<file path="src/rtl/plot_sequencer.sv">
`default_nettype none
// ============================================================================
//  Module      : plot_sequencer
//  Description : Front-panel controller for the plot display. Synchronises and
//                debounces the Next/Pre/Auto buttons, runs the auto-play dwell
//                timer, and commits plot changes only on frame_sync so the
//                picture never tears. Drives the one-hot plot enables.
//  Options     : SEQ_FRAME_TIMEOUT_EN - force the pending commit if frame_sync
//                does not arrive within FRAME_TIMEOUT cycles.
//  Revision    : 1.0 - initial release
// ============================================================================
module plot_sequencer #(
   parameter int NUM_PLOTS       = 4,
   parameter int DEBOUNCE_CYCLES = 1_000_000,
   parameter int DWELL_CYCLES    = 268_435_456,
   parameter int FRAME_TIMEOUT   = 4_000_000,
   localparam int c_AW           = $clog2(NUM_PLOTS)
) (
   input  logic                 sysclk,
   input  logic                 rst_n,
   input  logic                 bt_next,
   input  logic                 bt_pre,
   input  logic                 bt_auto,
   input  logic                 frame_sync,
   output logic [NUM_PLOTS-1:0] enable_sw,
   output logic [c_AW-1:0]      plot_addr,
   output logic                 auto_on,
   output logic                 switch_busy
);

   localparam int               c_DBW        = $clog2(DEBOUNCE_CYCLES + 1);
   localparam logic [c_DBW-1:0] c_DEB_LAST   = c_DBW'(DEBOUNCE_CYCLES - 1);
   localparam int               c_DWW        = $clog2(DWELL_CYCLES + 1);
   localparam logic [c_DWW-1:0] c_DWELL_LAST = c_DWW'(DWELL_CYCLES - 1);
   localparam logic [c_AW-1:0]  c_LAST_PLOT  = c_AW'(NUM_PLOTS - 1);

   typedef enum logic [0:0] {
      S_IDLE       = 1'b0,
      S_WAIT_FRAME = 1'b1
   } state_t;

   state_t                 r_state, w_state_nxt;
   logic [c_AW-1:0]        r_plot_addr, r_target, w_addr_nxt, w_target_nxt, w_step;
   logic [NUM_PLOTS-1:0]   r_enable_sw;
   logic                   r_auto_on, r_busy, w_commit, w_timeout, w_dwell_req;
   logic [c_DWW-1:0]       r_dwell_cnt;
   logic [2:0]             w_raw, w_press;
   logic                   w_next, w_pre, w_auto;

   // Modular step helpers; explicit compare so non-power-of-two counts wrap correctly
   function automatic logic [c_AW-1:0] f_inc(input logic [c_AW-1:0] v);
      return (v == c_LAST_PLOT) ? '0 : v + c_AW'(1);
   endfunction

   function automatic logic [c_AW-1:0] f_dec(input logic [c_AW-1:0] v);
      return (v == '0) ? c_LAST_PLOT : v - c_AW'(1);
   endfunction

   assign w_raw = {bt_auto, bt_pre, bt_next};

   for (genvar gi = 0; gi < 3; gi++) begin : g_btn
      logic             r_s1, r_s2, r_lvl, r_lvl_d, r_press;
      logic [c_DBW-1:0] r_cnt;
      // Two-flop synchroniser, debounce counter and registered rising-edge pulse
      always_ff @(posedge sysclk or negedge rst_n) begin
         if (!rst_n) begin
            r_s1    <= 1'b0;
            r_s2    <= 1'b0;
            r_lvl   <= 1'b0;
            r_lvl_d <= 1'b0;
            r_press <= 1'b0;
            r_cnt   <= '0;
         end else begin
            r_s1 <= w_raw[gi];
            r_s2 <= r_s1;
            if (r_s2 != r_lvl) begin
               if (r_cnt == c_DEB_LAST) begin
                  r_lvl <= r_s2;
                  r_cnt <= '0;
               end else begin
                  r_cnt <= r_cnt + c_DBW'(1);
               end
            end else begin
               r_cnt <= '0;
            end
            r_lvl_d <= r_lvl;
            r_press <= r_lvl & ~r_lvl_d;
         end
      end
      assign w_press[gi] = r_press;
   end

   // Next and Pre pressed together cancel each other
   assign w_next = w_press[0] & ~w_press[1];
   assign w_pre  = w_press[1] & ~w_press[0];
   assign w_auto = w_press[2];

   assign w_dwell_req = r_auto_on && (r_state == S_IDLE) && (r_dwell_cnt == c_DWELL_LAST);

`ifdef SEQ_FRAME_TIMEOUT_EN
   localparam int              c_TW      = $clog2(FRAME_TIMEOUT + 1);
   localparam logic [c_TW-1:0] c_TO_LAST = c_TW'(FRAME_TIMEOUT - 1);
   logic [c_TW-1:0]            r_to_cnt;

   // Stalled-display guard: count cycles spent waiting for frame_sync
   always_ff @(posedge sysclk or negedge rst_n) begin
      if (!rst_n)
         r_to_cnt <= '0;
      else if ((r_state == S_WAIT_FRAME) && !w_commit)
         r_to_cnt <= r_to_cnt + c_TW'(1);
      else
         r_to_cnt <= '0;
   end

   assign w_timeout = (r_state == S_WAIT_FRAME) && (r_to_cnt == c_TO_LAST);
`else
   assign w_timeout = 1'b0;
`endif

   // Next-state logic: request capture in IDLE, target stepping and commit in WAIT_FRAME
   always_comb begin
      w_state_nxt  = r_state;
      w_target_nxt = r_target;
      w_addr_nxt   = r_plot_addr;
      w_commit     = 1'b0;
      w_step       = r_target;
      case (r_state)
         S_IDLE: begin
            // A manual press takes priority and drops any coincident dwell request
            if (w_pre) begin
               w_target_nxt = f_dec(r_plot_addr);
               w_state_nxt  = S_WAIT_FRAME;
            end else if (w_next || w_dwell_req) begin
               w_target_nxt = f_inc(r_plot_addr);
               w_state_nxt  = S_WAIT_FRAME;
            end
         end
         S_WAIT_FRAME: begin
            if (w_next)
               w_step = f_inc(r_target);
            else if (w_pre)
               w_step = f_dec(r_target);
            w_target_nxt = w_step;
            if (frame_sync || w_timeout) begin
               w_addr_nxt  = w_step;
               w_commit    = 1'b1;
               w_state_nxt = S_IDLE;
            end
         end
         default: w_state_nxt = S_IDLE;
      endcase
   end

   // State, committed plot, one-hot enable decode and busy flag
   always_ff @(posedge sysclk or negedge rst_n) begin
      if (!rst_n) begin
         r_state     <= S_IDLE;
         r_target    <= '0;
         r_plot_addr <= '0;
         r_enable_sw <= NUM_PLOTS'(1);
         r_busy      <= 1'b0;
      end else begin
         r_state     <= w_state_nxt;
         r_target    <= w_target_nxt;
         r_plot_addr <= w_addr_nxt;
         r_enable_sw <= NUM_PLOTS'(1) << w_addr_nxt;
         r_busy      <= (w_state_nxt == S_WAIT_FRAME);
      end
   end

   // Auto-play toggle and dwell timer (frozen while a change is pending)
   always_ff @(posedge sysclk or negedge rst_n) begin
      if (!rst_n) begin
         r_auto_on   <= 1'b0;
         r_dwell_cnt <= '0;
      end else begin
         if (w_auto)
            r_auto_on <= ~r_auto_on;
         if (w_auto || w_commit)
            r_dwell_cnt <= '0;
         else if (r_auto_on && (r_state == S_IDLE))
            r_dwell_cnt <= (r_dwell_cnt == c_DWELL_LAST) ? '0 : r_dwell_cnt + c_DWW'(1);
      end
   end

   assign plot_addr   = r_plot_addr;
   assign enable_sw   = r_enable_sw;
   assign auto_on     = r_auto_on;
   assign switch_busy = r_busy;

endmodule
`default_nettype wire
</file>
<file path="config.mk">
export PLATFORM = sky130hd
export DESIGN_NAME = plot_sequencer
export DESIGN_NICKNAME = d
export VERILOG_FILES = /design/src/rtl/plot_sequencer.sv
export SDC_FILE = /design/constraint.sdc
export NUM_CORES = 1
export LEC_CHECK = 0
export ABC_AREA = 1
export CORE_AREA = 2 2 155 97
export CTS_CLUSTER_DIAMETER = 150
export DETAILED_ROUTE_END_ITERATION = 6
export DIE_AREA = 0 0 157 99
export SYNTH_ARGS = -nofsm -noshare
export SYNTH_HDL_FRONTEND = slang
export SYNTH_SLANG_ARGS = --single-unit
</file>
<file path="constraint.sdc">
create_clock -name sysclk -period 1.45 [get_ports sysclk]
set_input_delay 0.145 -clock sysclk [delete_from_list [all_inputs] [get_ports sysclk]]
set_output_delay 0.145 -clock sysclk [all_outputs]
set_load 0.02 [all_outputs]
</file>
==> results of run 1 <==
-- critical path, cell delays in order (launching register included) --
cell and delay [ns]:
dfrtp_1 0.39, ha_4 0.16, nand2_4 0.06, nor2_4 0.10, nand2_4 0.09, nor2_8 0.15
nand4_4 0.11, nand2_4 0.13, clkbuf_16 0.17, nor2_2 0.04
-- power groups by stage --
stage / clock network (mW) / registers [mW] / logic [mW]
CTS: 4.51 / 3.48 / 1.01
global placement: 0 / 3.52 / 1.01
detailed placement: 0 / 3.53 / 1.03
floorplan: 0 / 3.60 / 0.450
finish: 4.41 / 3.49 / 1.21
global route: 4.70 / 3.51 / 1.32
-- through the flow --
| step | setup TNS, ns | cells |
|---|---|---|
| global route | -5.14 | 1141 |
| CTS | -1.08 | 1121 |
| finish | -1.25 | 1141 |
| detailed placement | -3.32 | 1084 |
| global placement | -2.03 | 1084 |
| floorplan | 0 | 794 |
-- worst max-delay path by stage --
stage / startpoint / end / slack [ns] / cells past startpoint
after detailed placement: frame_sync / r_dwell_cnt[14]$_DFFE_PN0P_ / -0.18 / 9
after CTS: r_dwell_cnt[1]$_DFFE_PN0P_ / r_dwell_cnt[24]$_DFFE_PN0P_ / -0.06 / 9
after global placement: frame_sync / r_dwell_cnt[16]$_DFFE_PN0P_ / -0.14 / 9
after global routing: r_dwell_cnt[0]$_DFFE_PN0P_ / r_dwell_cnt[5]$_DFFE_PN0P_ / -0.15 / 9
after floorplan: r_dwell_cnt[0]$_DFFE_PN0P_ / r_dwell_cnt[6]$_DFFE_PN0P_ / 0.0002 / 9
final: r_dwell_cnt[0]$_DFFE_PN0P_ / r_dwell_cnt[14]$_DFFE_PN0P_ / -0.07 / 9
-- final cells by class --
| class | count | area (sq um) | area share [%] |
|---|---|---|---|
| Sequential cell | 114 | 2860 | 33.1 |
| Clock buffer | 21 | 480 | 5.56 |
| Clock inverter | 11 | 150 | 1.74 |
| Timing Repair Buffer | 124 | 1080 | 12.5 |
| Inverter | 94 | 370 | 4.28 |
| Multi-Input combinational cell | 579 | 3460 | 40.0 |
| Tap cell | 198 | 248 | 2.87 |
-- registers in the layout (all words and copies together), names as in the netlist --
| signal | flops |
|---|---|
| r_target | 2 |
| g_btn.r_press | 3 |
| r_dwell_cnt | 29 |
| g_btn.r_lvl | 3 |
| g_btn.r_cnt | 60 |
| switch_busy | 1 |
| g_btn.r_s2 | 3 |
| plot_addr | 2 |
| auto_on | 1 |
| g_btn.r_s1 | 3 |
| g_btn.r_lvl_d | 3 |
| enable_sw | 4 |
-- routing by layer --
metal	vias to the layer above	global-route usage, %	part of all wire (%)
li1	2791	-	-
met1	2628	30.0	49
met2	136	31.4	45
met3	35	4.18	4.2
met4	0	7.97	2.3
met5	-	0	0
-- cell usage after synthesis, types with 8 or more instances --
cell type	number	share of area, %
inv_2	9	0.54
nand2_2	9	0.91
a21oi_1	19	1.5
nor2_1	140	8.4
o21bai_1	8	0.97
inv_1	84	5.1
nor2_2	29	2.9
nand2_1	187	11
xor2_1	27	3.8
o21ai_0	15	1.2
nand4_1	18	1.8
xnor2_1	8	1.1
nand3_1	48	3.9
dfrtp_1	113	45
nor3_1	26	2.1
-- cells by family after synthesis --
| logic type | count (synthesis) | share of synthesized area [%] |
|---|---|---|
| AND/OR/NAND/NOR | 486 | 36.3 |
| flip-flops | 114 | 45.9 |
| buffers and inverters | 101 | 6.96 |
| AO/OA/AOI/OAI | 52 | 4.75 |
| XOR/XNOR | 35 | 4.93 |
| adder cells (fa/ha/maj) | 6 | 1.21 |
-- timing repair --
action | CTS | global route
cloned | 0 | 1
buffers inserted | 4 | 19
pin swaps | 1 | 45
hold buffers | 1 | 0
gates resized for setup | 27 | 139
hold endpoints to repair | 96 | 0
endpoints found under the setup margin | 70 | 76
==> key figures, run 1 <==
Finish
  – Layout area overhead: 39.0%
  – Filler Cells Inserted: 1,162
  – Ant diodes: 0
  – # nets final: 942
  – Final instance area: 8640 sq um
  – Fin util: roughly three fifths
  – Commonest non-fill, non-tap cell in the layout: nand2_1
  – Most frequent cells in the layout: nand2_1 (167), nor2_1 (113), dfrtp_1 (109)
  – Layout cells sized above 1: roughly a third

Die
  – Num rows: 34
  – Die W: between 150 and 200 microns
  – Initial Util: 44.2%
  – Die Y: 99 microns
  – Top-Level Pins: 14
  – Die ar.: 15,500 sq um
  – Core area: 14,100 sq um

GRT
  – Number of antenna violations at the first check in global routing: 0
  – Largest net degree at the start of global routing: 29
  – GRT Residual Overflow: 0
  – Tot GR Track Use: about a fifth
  – Number of global-route vias before repair: roughly 5,400
  – First-pass GRT wire length: about 26,000 microns

Timing
  – Period utilization: 105%
  – Final setup viols: 22
  – Max Clock Freq: between 0.6 and 0.7 GHz
  – Worst relative slew slack: 75.6%
  – Slew Limit Fails: 0
  – Hold Slack: approximately 0.17 ns
  – Worst Slack Setup Final: -0.0727 ns
  – RSZ-0062 raised after global routing: yes
  – Clk_skew: around 0.0068 ns
  – Final Hold Vio Count: 0
  – Final min period: 1.52 ns
  – Worst slew pin tran: approximately 0.37 ns

Synthesis
  – Cell Area, Synth: between 6000 and 7000 sq um
  – YS warnings: 0
  – Unique masters post-synth: 40
  – Cells after synthesis: 794
  – Average size of a mapped cell: 7.83 sq um
  – Sequential element share of the synthesized area: 45.9%
  – Ys flop type: dfrtp_1
  – Post-synth EDFFs: 0
  – Post-Syn Nets: 806
  – Post-synthesis async set-or-reset flop share: 100%
  – Seq cells post-synth: 114

Route
  – Vias: 5,590
  – DR DRC count: 0
  – Routed vias/inst: 4.90
  – Pre-antenna DRT Iters: 5
  – Antenna viol nets, final: 0
  – Initial DRC Count: 324
  – DRT Wirelength: 15,800 microns
  – Drt wl/cell: 13.9 microns

Critical path
  – Worst reg2reg setup slack: -0.07 ns
  – Arrival @ worst endpoint: 1.82 ns
  – Worst-case reg-to-reg path depth: 9
  – Reg2reg end: r_dwell_cnt[14]$_DFFE_PN0P_
  – Worst path required time: between 1.5 and 2 ns
  – Crit-path max FO: 7
  – Startpoint type of the worst setup path: flop
  – CP endpoint kind: flop
  – Reg2reg start: r_dwell_cnt[0]$_DFFE_PN0P_
  – Crit Path Category: reg -> reg

Placed design
  – I/O Buffers: 13
  – Place WS: -0.179 ns
  – DP HPWL: 11,000 microns
  – GP Congestion: 0.894
  – Placement Cell Area: 7240 sq um

Power and ir drop
  – Combinational Power Share: 13.3%
  – VDD IR max: between 0.0007 and 0.0008 V
  – Tot Pwr: 9.11 mW
  – Leakage power: 3.91 nW
  – Net Switching: about 2.3 mW
  – Pwr dens: 1050 nW/um^2
  – Clock Power Share: 48.4%
  – Int Pwr: 6.77 mW
  – Reg power frac: 38.4%
  – Sw frac: 25.7%

Clocking
  – Clk buf depth: 2
  – Clock slew at reported path FFs: 0.06 ns
  – Clock Latency Late Sink: 0.41 ns
  – CTS Root Cell: clkbuf_16
  – Clock Sinks: 114
  – CTS H-Tree Depth: 4
  – CTS tree: done
  – TritonCTS Buffers: 17

Min path
  – Hold EP: g_btn[1].r_s1$_DFF_PN0_
  – Beginning of the worst hold path: bt_pre
  – Hold Crit Class: in -> reg
  – Hold depth: 1

Status
  – Violated checks: setup timing
  – Status: complete, but fails checks

Run
  – Max-cap violations: 0
(Power assumes the default switching activity.)
==> run 2: changes to the inputs <==
==> constraint.sdc (replaced) <==
create_clock -name sysclk -period 1.3 [get_ports sysclk]
set_input_delay 0.13 -clock sysclk [delete_from_list [all_inputs] [get_ports sysclk]]
set_output_delay 0.13 -clock sysclk [all_outputs]
set_load 0.02 [all_outputs]
==> key figures, run 2 (synthesis results as in run 1) <==
Status
  – Status: complete, but fails checks
  – Violated checks: setup timing

Critical path
  – CP endpoint kind: flop
  – Worst reg2reg setup slack: -0.24 ns
  – Reg2reg start: g_btn[1].r_cnt[0]$_DFF_PN0_
  – Crit-path max FO: 3
  – Startpoint type of the worst setup path: flop
  – Reg2reg end: g_btn[1].r_cnt[17]$_DFF_PN0_
  – Arrival @ worst endpoint: roughly 1.8 ns
  – Worst-case reg-to-reg path depth: 8
  – Crit Path Category: reg -> reg
  – Worst path required time: 1.59 ns
  – Crit path launch: g_btn[1].r_cnt[0]$_DFF_PN0_

GRT
  – Number of global-route vias before repair: 6,070
  – Tot GR Track Use: 23.8%
  – First-pass GRT wire length: 29,200 microns
  – Largest net degree at the start of global routing: 33
  – GRT Residual Overflow: 0
  – Number of antenna violations at the first check in global routing: 0

Clocking
  – Clock Sinks: around 110
  – Clock slew at reported path FFs: 0.06 ns
  – CTS H-Tree Depth: 4
  – Clk buf depth: 2
  – TritonCTS Buffers: 17
  – CTS tree: done
  – CTS Root Cell: clkbuf_16
  – Clock Latency Late Sink: 0.42 ns

Timing
  – Worst Slack Setup Final: -0.236 ns
  – Worst slew pin tran: 0.461 ns
  – Final Hold Vio Count: 0
  – Worst relative slew slack: 69.3%
  – Max Clock Freq: ~0.65 GHz
  – Final setup viols: 83
  – Setup tns final: -10.71 ns
  – RSZ-0062 raised after global routing: yes
  – Hold Slack: 0.148 ns
  – Final min period: 1.54 ns
  – Slew Limit Fails: 0
  – Period utilization: 118%
  – Clk_skew: 0.00999 ns

Die
  – Die W: 157 microns
  – Top-Level Pins: 14
  – Core area: around 14,000 sq um
  – Die ar.: 15,500 sq um
  – Die Y: 99 microns
  – Num rows: 34
  – Initial Util: 44.2%

Power and ir drop
  – Net Switching: between 2 and 3 mW
  – Clock Power Share: between 40% and 50%
  – Reg power frac: 38.0%
  – Int Pwr: 7.44 mW
  – Sw frac: 27.1%
  – Leakage power: 4.38 nW
  – Pwr dens: about 1100 nW/um^2
  – Combinational Power Share: about 16%
  – VDD IR max: 0.000755 V

Finish
  – Commonest non-fill, non-tap cell in the layout: buf_4
  – Register area: 2860 sq um
  – Layout cells sized above 1: 45.4%
  – Filler Cells Inserted: 1,067
  – Post-route insts no fill: 1,227
  – # nets final: about 1,000
  – Final instance area: 9660 sq um
  – Layout area overhead: 55.3%
  – Most frequent cells in the layout: buf_4 (160), nand2_1 (146), dfrtp_1 (110)
  – Most flops, register: g_btn.r_cnt
  – Multi-input gate area: 3800 sq um
  – Ant diodes: 0
  – Max FFs per register: 60

Placed design
  – Placed Cells: approximately 1,200
  – GP Congestion: 0.905
  – I/O Buffers: 13
  – DP HPWL: 11,900 microns
  – Placement Cell Area: 7870 sq um

Min path
  – Hold depth: 1
  – Hold Crit Class: in -> reg
  – Hold EP: g_btn[1].r_s1$_DFF_PN0_
  – Beginning of the worst hold path: bt_pre

Route
  – DR DRC count: 0
  – Drt wl/cell: between 10 and 15 microns
  – Pre-antenna DRT Iters: 5
  – Initial DRC Count: ~370
  – Routed vias/inst: about 5.0
  – DRT Wirelength: around 18,000 microns
  – Vias: between 6,000 and 7,000
  – Antenna viol nets, final: 0

Run
  – Max-cap violations: 0
==> run 2: changes by cell type in the layout (fill, tap and decap cells not counted), sizes merged <==
cell           change
clkbuf             -2
clkdlybuf4s15      +2
dlygate4sd2        -4
bufinv             -1
buf               +89
clkinv             +2
==> run 2: power groups by stage <==
| stage | clock (mW) | combinational, mW | sequential (mW) |
|---|---|---|---|
| CTS | 4.75 | 1.39 | 3.87 |
| global placement | 0 | 1.23 | 3.91 |
| detailed placement | 0 | 1.26 | 3.92 |
| finish | 4.70 | 1.63 | 3.88 |
| floorplan | 0 | 0.526 | 4.02 |
| global route | 4.95 | 1.78 | 3.89 |
==> run 2: worst max path at each step <==
| stage | depth (start not counted) | slack (ns) | to |
|---|---|---|---|
| 3_3_place_gp | 9 | -0.22 | r_dwell_cnt[11]$_DFFE_PN0P_ |
| 6_report | 8 | -0.24 | g_btn[1].r_cnt[17]$_DFF_PN0_ |
| 3_5_place_dp | 9 | -0.27 | r_dwell_cnt[11]$_DFFE_PN0P_ |
| 4_1_cts | 9 | -0.18 | r_dwell_cnt[17]$_DFFE_PN0P_ |
| 5_1_grt | 8 | -0.30 | g_btn[1].r_cnt[17]$_DFF_PN0_ |
| 2_1_floorplan | 9 | -0.14 | r_dwell_cnt[7]$_DFFE_PN0P_ |
==> run 2: what timing repair did <==
item | 4_1_cts | 5_1_grt
pin swaps | 48 | 59
setup buffers | 22 | 11
hold buffers | 1 | 0
setup endpoints to repair | 96 | 92
endpoints found under the hold margin | 24 | 0
resized for setup | 135 | 145
==> run 2: final cells by class <==
cell class | instances | area share (%)
repair buffers | 210 | 18.4
clock buffers | 20 | 4.83
inverters | 94 | 3.89
clock inverters | 12 | 1.35
well taps | 198 | 2.56
flip-flops and latches | 114 | 29.6
multi-input cells | 579 | 39.4
==> run 2: metrics by stage <==
step / setup WS, ns / utilization [%] / total power [mW]
final: -0.236 / 68.6 / 10.2
after global routing: -0.302 / 68.6 / 10.6
after CTS: -0.177 / 64.3 / 10.0
after detailed placement: -0.268 / 55.9 / 5.17
after global placement: -0.224 / 55.9 / 5.14
after floorplan: -0.143 / - / 4.55
==> run 2: metal layers <==
metal  GRT usage, %  vias to the layer above  wire length, microns
met5              0                        -                     0
met4           5.43                        0                   270
met3           5.85                       31                  1040
met2           36.8                      164                  8500
met1           34.0                     2980                  8500
li1               -                     2956                     -
==> run 2: worst max-delay path, cell delays in order, from the launching register on <==
cell	delay, ns
dfrtp_1	0.42
buf_6	0.12
nand4_1	0.17
nor2_2	0.22
nand2_2	0.10
nor2_4	0.13
nand3_1	0.09
nand2_1	0.10
nor2_1	0.06
